`src/rtl/csa_pkg.sv`:
```
// Shared types and constants for the carry-select arithmetic slice.
package csa_pkg;

   typedef enum logic [1:0] {
      IDLE = 2'd0,
      CALC = 2'd1,
      DONE = 2'd2
   } div_state_t;

   localparam int unsigned DIV_STEPS = 8;
   localparam int unsigned CNT_W     = 3;

   // True on the step that produces the final quotient bit.
   function automatic logic is_last_step(input logic [CNT_W-1:0] cnt);
      return cnt == CNT_W'(DIV_STEPS - 1);
   endfunction

endpackage

```
`src/rtl/adder_4.sv`:
```
// 4-bit ripple adder: the building block of the carry-select halves.
module adder_4 (
   input  logic [3:0] a_i,
   input  logic [3:0] b_i,
   input  logic       cin_i,
   output logic [3:0] sum_o,
   output logic       cout_o
);

   // Plain addition with carry in and carry out.
   always_comb begin
      {cout_o, sum_o} = {1'b0, a_i} + {1'b0, b_i} + {4'd0, cin_i};
   end

endmodule

```
`src/rtl/csa_sub_8.sv`:
```
// 8-bit carry-select subtractor: a - b computed as a + ~b + 1.
// The upper nibble is precomputed for both carries and selected by the
// lower nibble's carry-out; borrow is the inverted final carry.
module csa_sub_8 (
   input  logic [7:0] a_i,
   input  logic [7:0] b_i,
   output logic [7:0] diff_o,
   output logic       borrow_o
);

   logic [7:0] b_n;
   logic [3:0] sum_lo;
   logic       c_lo;
   logic [3:0] sum_hi0;
   logic [3:0] sum_hi1;
   logic       c_hi0;
   logic       c_hi1;
   logic       c_out;

   assign b_n = ~b_i;

   adder_4 u_lo (
      .a_i    (a_i[3:0]),
      .b_i    (b_n[3:0]),
      .cin_i  (1'b1),
      .sum_o  (sum_lo),
      .cout_o (c_lo)
   );

   adder_4 u_hi0 (
      .a_i    (a_i[7:4]),
      .b_i    (b_n[7:4]),
      .cin_i  (1'b0),
      .sum_o  (sum_hi0),
      .cout_o (c_hi0)
   );

   adder_4 u_hi1 (
      .a_i    (a_i[7:4]),
      .b_i    (b_n[7:4]),
      .cin_i  (1'b1),
      .sum_o  (sum_hi1),
      .cout_o (c_hi1)
   );

   // Select the upper half on the lower carry-out.
   always_comb begin
      diff_o[3:0] = sum_lo;
      if (c_lo) begin
         diff_o[7:4] = sum_hi1;
         c_out       = c_hi1;
      end else begin
         diff_o[7:4] = sum_hi0;
         c_out       = c_hi0;
      end
      borrow_o = ~c_out;
   end

endmodule

```
`src/rtl/csa_div_8.sv`:
```
// Sequential 8-bit unsigned restoring divider, one quotient bit per cycle,
// with valid/ready handshakes on both the operand and the result side.
module csa_div_8
   import csa_pkg::*;
#(
   parameter int unsigned WIDTH    = 8,
   parameter logic [7:0]  DBZ_QUOT = 8'hFF
) (
   input  logic             clk,
   input  logic             rst,
   input  logic             in_valid,
   output logic             in_ready,
   input  logic [WIDTH-1:0] dividend,
   input  logic [WIDTH-1:0] divisor,
   output logic             out_valid,
   input  logic             out_ready,
   output logic [WIDTH-1:0] quotient,
   output logic [WIDTH-1:0] remainder,
   output logic             dbz
);

   if (WIDTH != 8) begin : g_bad_width
      $error("csa_div_8: only WIDTH=8 is supported");
   end

   div_state_t       state_q, state_d;
   logic [CNT_W-1:0] cnt_q;
   logic [7:0]       rem_q;     // partial remainder
   logic [7:0]       shreg_q;   // dividend bits shifting out, quotient bits shifting in
   logic [7:0]       dvsr_q;
   logic [7:0]       quot_q;    // result registers, only written on entry to DONE
   logic [7:0]       remo_q;
   logic             dbz_q;

   logic [8:0]       sh;
   logic [7:0]       diff;
   logic             borrow;
   logic             ge;
   logic [7:0]       rem_d;
   logic [7:0]       shreg_d;
   logic             accept;

   assign accept = in_valid && (state_q == IDLE);

   // One restoring step: trial-subtract the divisor from the shifted remainder.
   always_comb begin
      sh      = {rem_q, shreg_q[7]};
      ge      = sh[8] | ~borrow;
      rem_d   = ge ? diff : sh[7:0];
      shreg_d = {shreg_q[6:0], ge};
   end

   csa_sub_8 u_sub (
      .a_i      (sh[7:0]),
      .b_i      (dvsr_q),
      .diff_o   (diff),
      .borrow_o (borrow)
   );

   // State register.
   always_ff @(posedge clk) begin
      if (rst) state_q <= IDLE;
      else     state_q <= state_d;
   end

   // Next-state decode.
   always_comb begin
      state_d = state_q;
      case (state_q)
         IDLE: if (accept) state_d = (divisor == '0) ? DONE : CALC;
         CALC: if (is_last_step(cnt_q)) state_d = DONE;
         DONE: if (out_ready) state_d = IDLE;
         default: state_d = IDLE;
      endcase
   end

   assign in_ready  = (state_q == IDLE);
   assign out_valid = (state_q == DONE);

   // Operand capture, iteration and result registers.
   always_ff @(posedge clk) begin
      if (rst) begin
         cnt_q   <= '0;
         rem_q   <= '0;
         shreg_q <= '0;
         dvsr_q  <= '0;
         quot_q  <= '0;
         remo_q  <= '0;
         dbz_q   <= 1'b0;
      end else begin
         case (state_q)
            IDLE: begin
               if (accept) begin
                  if (divisor == '0) begin
                     quot_q <= DBZ_QUOT;
                     remo_q <= dividend;
                     dbz_q  <= 1'b1;
                  end else begin
                     dvsr_q  <= divisor;
                     shreg_q <= dividend;
                     rem_q   <= '0;
                     cnt_q   <= '0;
                     dbz_q   <= 1'b0;
                  end
               end
            end
            CALC: begin
               rem_q   <= rem_d;
               shreg_q <= shreg_d;
               cnt_q   <= cnt_q + CNT_W'(1);
               if (is_last_step(cnt_q)) begin
                  quot_q <= shreg_d;
                  remo_q <= rem_d;
               end
            end
            default: ;
         endcase
      end
   end

   assign quotient  = quot_q;
   assign remainder = remo_q;
   assign dbz       = dbz_q;

endmodule
```
`config.mk`:
```
export PLATFORM = sky130hd
export DESIGN_NAME = csa_div_8
export DESIGN_NICKNAME = d
export VERILOG_FILES = /design/src/rtl/csa_pkg.sv /design/src/rtl/adder_4.sv /design/src/rtl/csa_sub_8.sv /design/src/rtl/csa_div_8.sv
export SDC_FILE = /design/constraint.sdc
export NUM_CORES = 1
export LEC_CHECK = 0
export CORE_MARGIN = 2
export CORE_UTILIZATION = 40
export DETAILED_ROUTE_END_ITERATION = 10
export PLACE_DENSITY = 0.68
export SLEW_MARGIN = 20
export SYNTH_ARGS = -nofsm -noshare
export SYNTH_HDL_FRONTEND = slang
export SYNTH_SLANG_ARGS = --single-unit
```
`constraint.sdc`:
```
create_clock -name clk -period 4.51 [get_ports clk]
set_input_delay 0.902 -clock clk [delete_from_list [all_inputs] [get_ports clk]]
set_output_delay 0.902 -clock clk [all_outputs]
set_load 0.05 [all_outputs]
```
==> results.py <==
metrics = {
    "outcome": {
        "run_status": "complete, no violations",
    },
    "synth": {
        "mux_cell_area_share_after_synthesis_pct": 2.98,
        "number_of_distinct_library_cells_after_synthesis": 52,
        "most_used_standard_cell_by_instance_count_after_synthesis": "nor2_1",
        "ys_async_sr_fraction_pct": 0,
        "synthDominantCellAreaShare_pct": 36.6,
        "synth.avg_cell_area_sq_um": 8.01,
        "synth_seq_cells": 46,
        "number_of_synthesized_flops_with_an_enable_pin": 0,
        "dominant_combinational_cell_family_by_area_after_synthesis": "simple AND/OR/NAND/NOR gates",
        "synth_compound_gate_area_share_pct": 22.0,
        "synth_fp_nets": 347,
        "synth_sequential_area_ratio_pct": 36.6,
        "ys_dominant_reg_cell": "dfxtp_1",
        "postSynthCellCount": 314,
        "netlist.top_cell.by_area": "dfxtp_1",
        "yosys.area_share.simple_pct": 23.2,
        "mappedNetlistArea_sq_um": 2520,
        "synth_commonest_cells": "nor2_1, dfxtp_1, nand2_1",
        "ys.warnings.count": 0,
        "yosys.area_share.adder_pct": 7.06,
        "synth_area_leaders": "dfxtp_1, nor2_1, ha_1",
        "synth-xor-area-share_pct": 2.04,
    },
    "clock_tree": {
        "cts_hold_buf": 0,
        "worstSkewPairLatency_ns": 0.30,
        "cts-buffers-inserted": 5,
        "cts_post_setup_buffers_inserted": 0,
        "cts_max_path_buffers": 2,
        "tritoncts_clock_tree": "built",
        "clk_pin_slew_worst_paths_ns": 0.09,
        "ctsRootBufferMaster": "clkbuf_8",
        "number_of_gates_resized_after_cts": 0,
        "htreeDepth": 2,
        "clock_sink_count": 46,
    },
    "route": {
        "detail_route.drc_violations": 0,
        "route.vias.total": 2263,
        "detail_route.iter0.violations": 143,
        "drt_pre_antenna_iters": 4,
        "top_layer": "met4",
        "routed_wire_length_per_instance_um": 14.6,
        "detail_route.wirelength.met1_um": 3030,
        "postRouteAntennaNets": 0,
        "met2RoutedLength_um": 2670,
        "routed_wl_um": 6090,
        "wl_met3_um": 303,
        "route.detailed.vias_per_inst": 5.44,
    },
    "critical_path": {
        "timing.critical_path.slowest_cell_delay_ns": 0.55,
        "timing.reg2reg.worst_path_depth": 10,
        "reg2reg_slack_ns": 1.44,
        "cp_data_required_time_ns": 4.71,
        "largest_driver_fanout_on_the_critical_path": 11,
        "sequence_of_cells_on_the_critical_path": "ha_1 > inv_1 > fa_1 > inv_1 > ha_1 > o221ai_2 > or4b_4 > o22a_2 > mux2_4 > a22o_1",
        "timing.rr.end": "rem_q[7]$_SDFFE_PP0P_",
        "timing_worst_setup_path_type": "register to register",
        "worst_setup_path_end_kind": "register",
        "reg2reg_from": "rem_q[3]$_SDFFE_PP0P_",
        "critPathArrivalTime_ns": 3.27,
        "critPathLaunchType": "register",
        "critPathSlowestCell": "or4b_4",
    },
    "sta": {
        "worst_slew_margin_rel_pct": 45.7,
        "tightestPinTransition_ns": 0.811,
        "setup_slack_ns": 1.44,
        "setup-violations-final": 0,
        "worst_clock_skew_ns": 0.00560,
        "min_period_ns": 3.07,
        "grt_setup_unrepaired": "no",
        "tns_setup_ns": 0,
        "final_min_period_over_clock_period_pct": 68.1,
        "final_max_slew_viol_count": 0,
        "final-hold-violation-count": 0,
        "fmax_ghz": 0.326,
    },
    "placement": {
        "place_worst_setup_slack_ns": 1.05,
        "placement.io_buffers": 38,
        "dp.final_hpwl_um": 4570,
        "place.gp.congestion": 0.854,
    },
    "cells_and_area": {
        "n_fill_cell": 598,
        "areaGrowthSynthToFinish_pct": 19.4,
        "sequential_cell_area_sq_um": 921,
        "nNetsFinal": 373,
        "n_antenna_cell": 0,
        "drive_gt1_share_pct": 7.04,
        "multi_input_area_sq_um": 1440,
    },
    "floorplan": {
        "dieWidth_um": 83.3,
        "placement_rows": 28,
        "floorplan.die.height_um": 83.3,
        "core_region_area_sq_um": 5990,
        "top_level_port_count": 39,
        "initial_standard_cell_utilization_of_the_core_pct": 42.0,
        "dieArea_sq_um": 6940,
    },
    "grt": {
        "grt_max_degree": 24,
        "grt_antenna_before_repair": 0,
        "grt.overflow.total": 0,
        "grt_use_total_pct": 18.0,
        "grt_first_pass_wirelength_um": 10300,
        "via_count_of_the_first_global_routing_pass": 2058,
    },
    "run": {
        "drv.max_cap_violation_count": 0,
    },
    "worst_hold_path": {
        "worst_hold_path.endpoint": "shreg_q[0]$_SDFFE_PP0P_",
        "worstHoldStart": "shreg_q[0]$_SDFFE_PP0P_",
        "worst_hold_path.num_cells": 2,
        "hold_class": "register to register",
    },
    "power_and_ir_drop": {
        "total_leakage_power_nw": 1.13,
        "worst_supply_voltage_drop_on_vdd_uv": 244,
        "power.density_cell_area_nw_per_um2": 440,
    },
}
[kinds of logic (layout without fill, tap and decap cells)]
kind of cell / after synthesis / after routing
AO/OA/AOI/OAI: 78 / 78
XOR/XNOR: 5 / 5
AND/OR/NAND/NOR: 127 / 127
buffers and inverters: 38 / 65
multiplexers: 7 / 7
adder cells (fa/ha/maj): 13 / 13
flip-flops: 46 / 46
[stage by stage]
stage               utilization [%]  total power [mW]  cell area (sq um)  cells  hold slack (ns)
CTS                            50.1              1.33               3000    416            0.479
global route                   50.1              1.40               3000    416            0.488
floorplan                         -             0.956               2520    314            0.444
detailed placement             48.7              1.07               2920    408            0.463
global placement               48.7              1.07               2920    408            0.461
finish                         50.1              1.32               3000    416            0.473
[layout make-up]
cell class | count | area share [%]
Clock inverter | 2 | 0.458
Sequential cell | 46 | 30.7
Multi-Input combinational cell | 230 | 48.1
Tap cell | 75 | 3.12
Timing Repair Buffer | 40 | 13.2
Clock buffer | 6 | 2.42
Inverter | 17 | 2.12
[power breakdown]
group / total, mW / switching (mW) / leakage, nW / internal [mW]
Sequential: 0.479 / 0.0348 / 0.376 / 0.444
Clock: 0.255 / 0.146 / 0.0452 / 0.110
Combinational: 0.589 / 0.349 / 0.709 / 0.240
[how the worst max path moves through the flow]
stage | start | end | slack, ns | depth (start not counted)
after floorplan | rem_q[3]$_SDFFE_PP0P_ | rem_q[7]$_SDFFE_PP0P_ | 1.79 | 10
after global placement | divisor[1] | rem_q[0]$_SDFFE_PP0P_ | 1.14 | 7
after detailed placement | divisor[7] | rem_q[1]$_SDFFE_PP0P_ | 1.05 | 7
after CTS | divisor[7] | rem_q[1]$_SDFFE_PP0P_ | 1.36 | 7
after global routing | divisor[4] | remainder[2]$_SDFFE_PP0P_ | 1.07 | 6
final | rem_q[3]$_SDFFE_PP0P_ | rem_q[7]$_SDFFE_PP0P_ | 1.44 | 10
[cells in the final DEF (no fill, tap or decap), types with 2 or more instances in the layout]
cell             Yosys  routed
inv_1               17      17
nor4_1               2       2
a31oi_1              5       5
o2bb2ai_1            3       3
mux2i_1              6       6
a311oi_1             7       7
nand2b_1             3       3
ha_1                11      11
dfxtp_1             46      46
nand4_1              3       3
or2_2                4       4
and2_1               3       3
nand2_1             34      34
a32o_1               2       2
nor3_1              18      18
nor2_1              49      48
o221ai_1             5       5
nand3_1              4       4
clkbuf_8             1       5
fa_1                 2       2
a211oi_1             4       4
a22oi_1              2       2
buf_4                0       2
a21oi_1             18      18
o211ai_1             5       5
o21ai_0             12      12
and3_1               2       2
o22a_2               2       2
xnor2_1              3       3
clkdlybuf4s50_1      0      38
[critical path: cells and delay by family, from the launching register on]
| family | cells | cell delay, ns |
|---|---|---|
| AO/OA/AOI/OAI | 3 | 0.70 |
| adder cells (fa/ha/maj) | 3 | 0.85 |
| buffers and inverters | 2 | 0.15 |
| flip-flops | 1 | 0.41 |
| multiplexers | 1 | 0.32 |
| AND/OR/NAND/NOR | 1 | 0.55 |
[registers in the layout (all words and copies together) (netlist names)]
signal     flops
cnt_q          3
dbz            1
dvsr_q         8
quotient       8
rem_q          8
remainder      8
shreg_q        8
state_q        2
[per-layer routing]
layer	up-vias	GRT usage, %
li1	1164	-
met5	-	0
met3	7	3.38
met2	61	27.1
met4	0	5.07
met1	1031	26.3
Power figures use the tool's default switching activity.
